===== config.mk =====
export PLATFORM = sky130hd
export DESIGN_NAME = monster_ctrl
export DESIGN_NICKNAME = d
export VERILOG_FILES = /design/src/rtl/monster_ctrl.sv
export SDC_FILE = /design/constraint.sdc
export NUM_CORES = 1
export LEC_CHECK = 0
export BUFFER_PORTS_ARGS = -buffer_cell sky130_fd_sc_hd__buf_2
export CAP_MARGIN = 20
export CORE_ASPECT_RATIO = 0.8
export CORE_MARGIN = 5
export CORE_UTILIZATION = 55
export CTS_BUF_LIST = sky130_fd_sc_hd__clkbuf_16
export CTS_CLUSTER_SIZE = 10
export DETAILED_ROUTE_END_ITERATION = 8
export PLACE_DENSITY = 0.78
export SETUP_SLACK_MARGIN = 0.05
export SYNTH_ARGS = -nofsm -noshare
export SYNTH_HDL_FRONTEND = slang
export SYNTH_SLANG_ARGS = --single-unit
export TNS_END_PERCENT = 100

===== constraint.sdc =====
create_clock -name clk -period 3.75 [get_ports clk]
set_input_delay 0.9375 -clock clk [delete_from_list [all_inputs] [get_ports clk]]
set_output_delay 0.9375 -clock clk [all_outputs]
set_load 0.05 [all_outputs]

===== src/rtl/monster_ctrl.sv =====
// Per-page monster lifecycle: ALIVE -> SQUASH (timed) -> DEAD -> respawn on the next new page.
// Every output is a registered image of the post-edge state, so decisions show one edge later.
module monster_ctrl #(
  parameter int DEATH_FRAMES = 16,
  parameter int NUM_MAX      = 99,
  parameter int PW           = 32
) (
  input  logic          clk,
  input  logic          reset,
  input  logic          frame_tick,
  input  logic [PW-1:0] page_index,
  input  logic          touch_v,
  input  logic          touch_h,
  output logic          monster_active,
  output logic          monster_squash,
  output logic          stomp_pulse,
  output logic          hurt_pulse,
  output logic [7:0]    monster_num,
  output logic [1:0]    state_o
);

  localparam int              TW         = $clog2(DEATH_FRAMES + 1);
  localparam logic [TW-1:0]   TIMER_INIT = TW'(DEATH_FRAMES);
  localparam logic [TW-1:0]   TIMER_ONE  = TW'(1);
  localparam logic [7:0]      NUM_SAT    = 8'(NUM_MAX);

  typedef enum logic [1:0] {
    ST_ALIVE  = 2'b00,
    ST_SQUASH = 2'b01,
    ST_DEAD   = 2'b10
  } state_t;

  state_t        r_state;
  logic [PW-1:0] r_max_page;
  logic [TW-1:0] r_timer;
  logic [7:0]    r_num;
  logic          r_prev_v;
  logic          r_prev_h;
  logic          r_stomp;
  logic          r_hurt;
  logic          r_active;
  logic          r_squash;

  state_t        w_nxt_state;
  logic [PW-1:0] w_nxt_max;
  logic [TW-1:0] w_nxt_timer;
  logic [7:0]    w_nxt_num;
  logic          w_stomp;
  logic          w_hurt;
  logic          w_on_page;
  logic          w_new_page;
  logic          w_rise_v;
  logic          w_rise_h;
  logic          w_nxt_on_page;

  function automatic logic [7:0] sat_inc(input logic [7:0] n);
    return (n >= NUM_SAT) ? n : n + 8'd1;
  endfunction

  assign w_on_page     = (page_index == r_max_page);
  assign w_new_page    = (page_index > r_max_page);
  assign w_rise_v      = touch_v & ~r_prev_v;
  assign w_rise_h      = touch_h & ~r_prev_h;
  assign w_nxt_max     = w_new_page ? page_index : r_max_page;
  // Visibility is judged against the max page as it stands after this edge.
  assign w_nxt_on_page = (page_index == w_nxt_max);

  always_comb begin
    w_nxt_state = r_state;
    w_nxt_timer = r_timer;
    w_nxt_num   = r_num;
    w_stomp     = 1'b0;
    w_hurt      = 1'b0;
    case (r_state)
      ST_ALIVE: begin
        if (w_on_page && !w_new_page) begin
          if (w_rise_v) begin
            w_nxt_state = ST_SQUASH;
            w_nxt_timer = TIMER_INIT;
            w_nxt_num   = sat_inc(r_num);
            w_stomp     = 1'b1;
          end else if (w_rise_h) begin
            w_hurt = 1'b1;
          end
        end
      end
      ST_SQUASH: begin
        if (w_new_page) begin
          w_nxt_state = ST_ALIVE;
          w_nxt_timer = '0;
        end else if (frame_tick) begin
          if (r_timer <= TIMER_ONE) begin
            w_nxt_state = ST_DEAD;
            w_nxt_timer = '0;
          end else begin
            w_nxt_timer = r_timer - TIMER_ONE;
          end
        end
      end
      ST_DEAD: begin
        if (w_new_page) begin
          w_nxt_state = ST_ALIVE;
        end
      end
      default: begin
        w_nxt_state = ST_ALIVE;
        w_nxt_timer = '0;
      end
    endcase
  end

  always_ff @(posedge clk) begin
    if (reset) begin
      r_state    <= ST_ALIVE;
      r_max_page <= '0;
      r_timer    <= '0;
      r_num      <= '0;
      r_prev_v   <= 1'b0;
      r_prev_h   <= 1'b0;
      r_stomp    <= 1'b0;
      r_hurt     <= 1'b0;
      r_active   <= (page_index == '0);
      r_squash   <= 1'b0;
    end else begin
      r_state    <= w_nxt_state;
      r_max_page <= w_nxt_max;
      r_timer    <= w_nxt_timer;
      r_num      <= w_nxt_num;
      r_prev_v   <= touch_v;
      r_prev_h   <= touch_h;
      r_stomp    <= w_stomp;
      r_hurt     <= w_hurt;
      r_active   <= (w_nxt_state == ST_ALIVE) && w_nxt_on_page;
      r_squash   <= (w_nxt_state == ST_SQUASH) && w_nxt_on_page;
    end
  end

  assign monster_active = r_active;
  assign monster_squash = r_squash;
  assign stomp_pulse    = r_stomp;
  assign hurt_pulse     = r_hurt;
  assign monster_num    = r_num;
  assign state_o        = r_state;

endmodule

==> summary.txt <==
WP data required: 3.97 ns
setup repair after global routing missed its margin: no
Resize count post-CTS: 0
share of layout cells above drive strength 1: 0.156
Initial Util: 0.564
WL/cell: 15.1 um
Yosys cell types: 49
Seq/Total Area, Yosys: 0.318
routed wire length: 7.79 mm
Core Rows: 25
largest net degree at the start of global routing: 50
First-pass DRT Iterations: 4
Crit path arrival time: 3.40 ns
Hold Crit Class: register to register
hpwl dp: 6.09 mm
via-per-instance ratio: 5.61
CP max stage delay: 0.36 ns
vias in the first global route: 2772
Post-CTS Hold Fix Bufs: 0
pwr/cell area: 391 nW/um^2
Post-synth EDFFs: 0
Period minus WS final: 3.18 ns
largest fanout on the critical path: 10
WHS Path Cells: 1
RR Startpoint: r_max_page[22]
CP Cell Sequence: buf_2 -> ha_1 -> and4_1 -> and4bb_2 -> a211o_1 -> o22ai_1 -> nor2_4 -> a31o_1 -> or3_1 -> a21oi_1
Filler cells: 501
Least-Margin Pin Slew: 0.563 ns
Slew Limit Fails: 0
clock-pin slew on the worst setup and hold paths: 0.07 ns
slowest cell on the critical path: or3_1
internal reg-to-reg setup slack: 0.94 ns
post-synthesis cell area: 3330 um^2
total negative slack: 0 ns
leakage power: 1.75 nW
crit share post-route: 0.848
Syn. warnings: 0
DIE WIDTH: 97.0 um
maxcap violations: 0
first-pass GRT wire length: 13.1 mm
Remaining Overflow, GRT: 0
multi-input logic area: 2080 um^2
Syn Inst Count: 383
Sink Count: 53
hold slack: 0.403 ns
initial antenna violation count: 0
core area: 5910 um^2
Clock power frac: 0.337
Switching Fraction: 0.288
Skew-Pair Late Insertion Delay: 0.29 ns
syn nets: 455
ANT cells: 0
startpoint types: input port
main flop type after synthesis: dfxtp_1
vias post-DR: 2900
Post-synth ARST share: 0
synth-to-layout area growth: 15.0%
nets: 507
CTS tree: yes
Die H: 79.6 um
Post-Syn Area per Cell: 8.70 um^2
postcts setup bufs: 0
Finish-stage setup viols: 0
Reg area: 1060 um^2
Hold Path Sink: hurt_pulse
placed insts: 509
fmax: 315 MHz
antenna-violating nets left: 0
synthesized flop and latch total: 53
combinational group share of total power: 0.239
hold_sp: r_prev_h
Worst Skew: 0.00678 ns
worst r2r dst: r_timer[0]
CP Buf/Inv Count: 1
Sw Pwr: 0.000431 W
Sequential Power Share: 0.423
DRC errors left: 0
status: finished clean
slew margin rel.: 0.621
Clock Root Buffer: clkbuf_16
htree depth: 2
Total GRT Usage: 0.205
critical path capture point type: register
GP Congestion: 0.917
num ports: 51
CTS buffer count: 5
final non-filler cell total: 517
Worst Reg-to-Reg Cells: 10
cell family with most CP delay: compound AO/OA/AOI/OAI gates
Tot Pwr: 0.00150 W
DRT iter0 DRCs: 159
Max VDD drop: 253 uV
buffers added on ports: 50
Die ar.: 7720 um^2
Int Power: 0.00107 W
Max Root-Sink Buffers: 2
critical path class: input port to register
Final Hold Vio Count: 0
==> cell type report <==
cell class / instances / area share
sequential: 53 / 0.277
inverter: 38 / 0.0372
tap: 81 / 0.0264
clock buffer: 5 / 0.0326
clock inverter: 3 / 0.00979
timing repair buffer: 54 / 0.0731
multi-input combinational: 283 / 0.544
==> metrics by stage <==
| stage | cell area [um^2] | setup slack (ns) | utilization |
|---|---|---|---|
| after floorplan | 3330 | 0.646 | - |
| after global placement | 3670 | 0.336 | 0.621 |
| after detailed placement | 3670 | 0.299 | 0.621 |
| after CTS | 3830 | 0.588 | 0.648 |
| after global routing | 3830 | 0.388 | 0.648 |
| final | 3830 | 0.570 | 0.648 |
==> layout by cell type, fill, tap and decap left out, types with 6 or more instances in the layout <==
| cell type | instances |
|---|---|
| nand2_1 | 21 |
| nor4_1 | 15 |
| xnor2_1 | 6 |
| mux2i_1 | 30 |
| dfxtp_1 | 53 |
| o21ai_0 | 6 |
| nor2_1 | 52 |
| inv_1 | 39 |
| a21oi_1 | 20 |
| xor2_1 | 24 |
| nand4_1 | 9 |
| buf_2 | 50 |
| ha_1 | 35 |
==> flip-flops by register name, summed over array words and instances (netlist names) <==
signal,flops
r_max_page,32
monster_num,8
r_timer,5
state_o,2
hurt_pulse,1
monster_active,1
monster_squash,1
r_prev_h,1
r_prev_v,1
stomp_pulse,1
==> kinds of logic (layout without fill, tap and decap cells) <==
family / count (synthesis) / in the layout / synth area share
mux: 30 / 30 / 0.0901
fa+ha+maj: 35 / 35 / 0.131
compound gates: 52 / 52 / 0.109
flops: 53 / 53 / 0.318
xor+xnor: 30 / 30 / 0.0789
simple gates: 136 / 136 / 0.216
buf+inv: 47 / 100 / 0.0560
==> metal layers <==
metal | vias to the layer above | global-route usage | wire (um)
met5 | - | 0 | 0
met4 | 0 | 0.0645 | 108
met3 | 13 | 0.0480 | 517
met2 | 79 | 0.313 | 3470
met1 | 1356 | 0.285 | 3700
li1 | 1452 | - | -
==> power by group through the flow <==
stage          combinational [W]  clock, W  sequential [W]
3_3_place_gp            0.000343         0        0.000643
6_report                0.000358  0.000505        0.000634
2_1_floorplan           0.000249         0        0.000643
5_1_grt                 0.000400  0.000540        0.000639
4_1_cts                 0.000357  0.000515        0.000633
3_5_place_dp            0.000353         0        0.000646
==> Yosys cell counts, types with 4 or more instances <==
| cell | n | area, um^2 |
|---|---|---|
| dfxtp_1 | 53 | 1060 |
| nor2_1 | 52 | 195 |
| inv_1 | 38 | 143 |
| ha_1 | 35 | 438 |
| mux2i_1 | 30 | 300 |
| xor2_1 | 24 | 210 |
| nand2_1 | 21 | 78.8 |
| a21oi_1 | 20 | 100 |
| nor4_1 | 15 | 93.8 |
| nand4_1 | 9 | 56.3 |
| o21ai_0 | 6 | 30.0 |
| xnor2_1 | 6 | 52.6 |
| a221oi_1 | 5 | 43.8 |
| clkbuf_1 | 5 | 18.8 |
| nand3_1 | 5 | 25.0 |
| nor2b_1 | 5 | 31.3 |
| nor3_1 | 4 | 20.0 |
| or3_1 | 4 | 25.0 |
==> worst max-delay path by stage <==
| stage | endpoint | start | depth (start not counted) |
|---|---|---|---|
| 3_5_place_dp | r_timer[1] | page_index[22] | 10 |
| 5_1_grt | r_timer[1] | page_index[22] | 10 |
| 2_1_floorplan | r_max_page[11] | page_index[14] | 10 |
| 4_1_cts | r_timer[0] | page_index[22] | 10 |
| 3_3_place_gp | r_timer[0] | page_index[22] | 10 |
| 6_report | r_timer[0] | page_index[22] | 10 |
(Power assumes the default switching activity.)
